## config.mk

```make
export PLATFORM = sky130hd
export DESIGN_NAME = uart_byte_rx
export DESIGN_NICKNAME = d
export VERILOG_FILES = /design/src/rtl/uart_byte_rx.sv
export SDC_FILE = /design/constraint.sdc
export NUM_CORES = 1
export LEC_CHECK = 0
export BUFFER_PORTS_ARGS = -buffer_cell sky130_fd_sc_hd__buf_2
export CELL_PAD_IN_SITES_DETAIL_PLACEMENT = 1
export CELL_PAD_IN_SITES_GLOBAL_PLACEMENT = 2
export CORE_MARGIN = 4
export CORE_UTILIZATION = 34
export CTS_CLUSTER_SIZE = 28
export DETAILED_ROUTE_END_ITERATION = 8
export HOLD_SLACK_MARGIN = 0.15
export PLACE_DENSITY_LB_ADDON = 0.1
export SLEW_MARGIN = 20
export SYNTH_ARGS = -nofsm -noshare
export SYNTH_HDL_FRONTEND = slang
export SYNTH_SLANG_ARGS = --single-unit
```

## constraint.sdc

```tcl
create_clock -name Clk -period 2 [get_ports Clk]
set_input_delay 0.3 -clock Clk [delete_from_list [all_inputs] [get_ports Clk]]
set_output_delay 0.3 -clock Clk [all_outputs]
set_load 0.02 [all_outputs]
```

## src/rtl/uart_byte_rx.sv

```systemverilog
// 8N1 RS-232 byte receiver: 16x oversampling per bit, 2-of-3 majority vote on samples 6..8,
// one-cycle Rx_Done / frame_err strobes when the stop bit is decided.
module uart_byte_rx #(
    parameter int SYNC_STAGES = 2
) (
    input  logic       Clk,
    input  logic       Rst,
    input  logic [2:0] baud_set,
    input  logic       Rs232_Rx,
    output logic [7:0] data_byte,
    output logic       Rx_Done,
    output logic       frame_err,
    output logic       uart_state
);

    typedef enum logic [1:0] {IDLE, START, DATA, STOP} state_t;

    state_t                 state, state_nxt;
    logic [SYNC_STAGES-1:0] sync_ff;
    logic                   rx_sync, rx_prev, start_det;
    logic [2:0]             baud_reg;
    logic [8:0]             div_tc, div_cnt;
    logic [3:0]             sample_cnt;
    logic                   tick, decide, bit_end;
    logic                   samp6, samp7, voted;
    logic [2:0]             bit_idx;
    logic [7:0]             shift_reg;
    logic                   done_nxt, err_nxt;

    assign rx_sync    = sync_ff[SYNC_STAGES-1];
    assign start_det  = (state == IDLE) && rx_prev && !rx_sync;
    assign tick       = (state != IDLE) && (div_cnt == div_tc);
    assign decide     = tick && (sample_cnt == 4'd8);
    assign bit_end    = tick && (sample_cnt == 4'd15);
    assign voted      = (samp6 & samp7) | (samp6 & rx_sync) | (samp7 & rx_sync);
    assign uart_state = (state != IDLE);

    // Line synchroniser and edge history reset to idle-high so reset never looks like a start edge
    always_ff @(posedge Clk) begin
        if (Rst) begin
            sync_ff <= '1;
            rx_prev <= 1'b1;
        end else begin
            sync_ff <= {sync_ff[SYNC_STAGES-2:0], Rs232_Rx};
            rx_prev <= rx_sync;
        end
    end

    always_comb begin
        case (baud_reg)
            3'd1:    div_tc = 9'd162;
            3'd2:    div_tc = 9'd80;
            3'd3:    div_tc = 9'd53;
            3'd4:    div_tc = 9'd26;
            default: div_tc = 9'd324;
        endcase
    end

    // Baud select is frozen at start detection; divider and sample counter idle at zero
    always_ff @(posedge Clk) begin
        if (Rst) begin
            baud_reg   <= 3'd0;
            div_cnt    <= 9'd0;
            sample_cnt <= 4'd0;
        end else begin
            if (start_det)
                baud_reg <= baud_set;
            if (state == IDLE) begin
                div_cnt    <= 9'd0;
                sample_cnt <= 4'd0;
            end else if (tick) begin
                div_cnt    <= 9'd0;
                sample_cnt <= sample_cnt + 4'd1;
            end else begin
                div_cnt <= div_cnt + 9'd1;
            end
        end
    end

    always_ff @(posedge Clk) begin
        if (Rst) begin
            samp6     <= 1'b0;
            samp7     <= 1'b0;
            bit_idx   <= 3'd0;
            shift_reg <= 8'd0;
        end else begin
            if (tick && sample_cnt == 4'd6)
                samp6 <= rx_sync;
            if (tick && sample_cnt == 4'd7)
                samp7 <= rx_sync;
            if (state != DATA)
                bit_idx <= 3'd0;
            else if (bit_end)
                bit_idx <= bit_idx + 3'd1;
            if (state == DATA && decide)
                shift_reg[bit_idx] <= voted;
        end
    end

    // Stop decision happens mid stop bit so the next start edge can follow with no idle gap
    always_comb begin
        state_nxt = state;
        done_nxt  = 1'b0;
        err_nxt   = 1'b0;
        case (state)
            IDLE: begin
                if (start_det)
                    state_nxt = START;
            end
            START: begin
                if (decide && voted)
                    state_nxt = IDLE;
                else if (bit_end)
                    state_nxt = DATA;
            end
            DATA: begin
                if (bit_end && bit_idx == 3'd7)
                    state_nxt = STOP;
            end
            STOP: begin
                if (decide) begin
                    state_nxt = IDLE;
                    done_nxt  = voted;
                    err_nxt   = !voted;
                end
            end
            default: state_nxt = IDLE;
        endcase
    end

    always_ff @(posedge Clk) begin
        if (Rst) begin
            state     <= IDLE;
            data_byte <= 8'd0;
            Rx_Done   <= 1'b0;
            frame_err <= 1'b0;
        end else begin
            state     <= state_nxt;
            Rx_Done   <= done_nxt;
            frame_err <= err_nxt;
            if (done_nxt)
                data_byte <= shift_reg;
        end
    end

endmodule

```

==> results.yml <==
power_and_ir_drop:
  p_per_area_nw_per_um2: 540.6
  power.share.clock: 0.306
  seq_power_share: 0.521
  p_comb_frac: 0.173
  p_int_mw: 1.260
  sw_frac_of_total: 0.2805
  peakVddDrop_v: 0.0003320
  p_leak_nw: 1.323
  p_switching_uw: 491.4
flow_run:
  cap_viol_max_count: 0
die:
  die-area_um2: 8784
  die_h_um: 93.73
  ios: 17
  fp.dieW_um: 93.73
  initial_utilization: 0.3579
  core_um2: 6982
  rows: 30
cells_and_area:
  syn_to_final_growth_pct: 29.69
  seqCellArea_um2: 888.4
  largest_reg_flops: 9
  diodes: 0
  final_util: 0.4642
  fillCellCount: 845
  final_area_um2: 3241
  layout_common_cells: "dfxtp_1, buf_4, nand2b_1, mux2i_1, nand2_1"
  multi_input_area_um2: 1630
  drive_above_1_share: 0.3133
  nets: 344
worst_hold_path:
  hold_class: "input pin to flop"
drt:
  first_pass_iters: 4
  routedWlPerCell_um: 15.69
  drc_errors: 0
  dr_total_vias: 2201
  antenna_left: 0
  vias_per_cell: 5.143
  first_iter_violations: 52
  wl_um: 6715
clocking:
  cts_max_level: 2
  cts_hold_buf: 0
  cts_sinks: 44
  cts_buffer_depth: 2
  cts_tree: "done"
  numCtsBuffers: 5
  clk_latency_ns: 0.29
  root_buffer: "clkbuf_8"
  clk_pin_slew_ns: 0.09
timing:
  hold_viol_final: 0
  fin_crit_sh: 1.048
  clock_skew_ns: 0.009817
  fin_ws_ns: -0.09526
  grt_setup_unrepaired: "yes"
  worst_pin_slew_ns: 0.4674
  hold_ws_ns: 0.1917
  finalMaxSlewViolations: 0
  fmax_mhz: 477.3
  fin_crit_ns: 2.095
  slew_headroom: 0.6840
  finalSetupViolCount: 5
global_route:
  grt_pass1_wl_um: 11030
  overflow: 0
  grt_usage: 0.1594
  grt_pass1_vias: 2171
  grt_max_degree: 27
  antenna_found_initial: 0
synth:
  synth_edf_count: 0
  syn-cell-area_um2: 2499
  synthArstFlopShare: 0
  netlist_instances: 279
  synth.distinct_cells: 55
  synth_flop_cell: "dfxtp_1"
  synth-seq-area-share: 0.3525
  avgSynthCellArea_um2: 8.956
  syn_nets: 291
  ys_warn_count: 0
  synth-seq-cells: 44
worst_setup_path:
  critPathMaxStageDelay_ns: 0.52
  cp.required_ns: 2.19
  cp_num_buf_inv: 0
  cp_max_fo: 7
  crit_arrival_ns: 2.29
  start_kind: "flop"
  endpoint_kind: "flop"
  path_delay_family: "simple AND/OR/NAND/NOR gates"
  worstPathCellList: "or3b_4 -> or3_4 -> o31a_2 -> or4_1 -> a22o_1"
  crit_slowest_cell: "or4_1"
  critPathKind: "flop to flop"
place:
  dp_slack_ns: -0.1820
  dp_hpwl_um: 5065
  dpl-instance-area_um2: 2963
  finalWeightedCongestion: 0.7654
  io_buffers: 16
outcome:
  outcome: "finished, violations left"
  failed_checks: "negative setup slack"
cells in the mapped netlist, drive strengths merged, types with 2 or more instances:
cell type,instances,share of area
nor4bb,2,0.0080
or3b,2,0.0070
dfxtp,44,0.35
and3,2,0.0050
o31a,2,0.0075
nand3,6,0.014
nor3b,7,0.021
and4,3,0.011
buf,8,0.020
nand3b,3,0.0090
nor2,12,0.018
a2111oi,3,0.011
o32a,2,0.0080
mux2i,26,0.10
xor2,3,0.011
nand2b,26,0.065
nand4,16,0.043
a211o,2,0.0070
xnor2,6,0.021
nor4,3,0.014
ha,6,0.030
inv,6,0.0090
clkbuf,12,0.018
nor2b,5,0.013
and4b,3,0.012
nand2,17,0.026
nor3,8,0.016
o31ai,3,0.0090
o21ai,6,0.012
or2,5,0.013
a21oi,13,0.026
nor4b,2,0.0070
metal layers:
layer | GRT usage | routed length [um]
met3 | 0.02404 | 146
met2 | 0.2460 | 2998
met1 | 0.2327 | 3505
met5 | 0 | 0
met4 | 0.03610 | 64
stage by stage:
stage                     setup TNS, ns  power (mW)  std cells
after global routing             -2.384       1.845        428
after CTS                       -0.3949       1.772        426
final                           -0.2771       1.752        428
after detailed placement         -1.124       1.190        417
after global placement          -0.5328       1.184        417
after floorplan                -0.03362       1.078        279
power groups by stage:
stage | registers (mW) | clock network, mW | logic (mW)
detailed placement | 0.933 | 0 | 0.258
CTS | 0.913 | 0.574 | 0.284
finish | 0.912 | 0.535 | 0.304
global placement | 0.931 | 0 | 0.253
floorplan | 0.926 | 0 | 0.153
global route | 0.915 | 0.599 | 0.331
path summary, 6_finish.rpt:
check	start	endpoint	slack, ns	depth (start not counted)
worst max-delay path	baud_reg[0]	flop	-0.1	5
worst min register to register	sync_ff[0]	sync_ff[1]	0.42	1
worst max register to register	baud_reg[0]	flop	-0.1	5
worst min-delay path	Rs232_Rx	sync_ff[0]	0.19	2
logic make-up (layout without fill, tap and decap cells):
family | after synthesis | in the layout | synth area share
and+or+nand+nor | 127 | 127 | 0.3160
DFF | 44 | 44 | 0.3525
AOI/OAI and AO/OA | 39 | 39 | 0.1102
muxes | 27 | 27 | 0.1087
buffers and inverters | 26 | 79 | 0.04707
xor gates and xnor gates | 9 | 9 | 0.03155
adders and majority gates | 7 | 7 | 0.03405
what timing repair did:
action | 4_1_cts | 5_1_grt
gates cloned | 1 | 0
pin swaps | 3 | 9
endpoints found under the setup margin | 33 | 38
buffers inserted | 2 | 2
resized for setup | 19 | 21
layout make-up:
type	count	share of cell area
multi-input combinational	209	0.5031
sequential	44	0.2741
clock buffer	6	0.02239
tap	96	0.03707
clock inverter	1	0.001544
timing repair buffer	66	0.1548
inverter	6	0.006950
(Power assumes the default switching activity.)
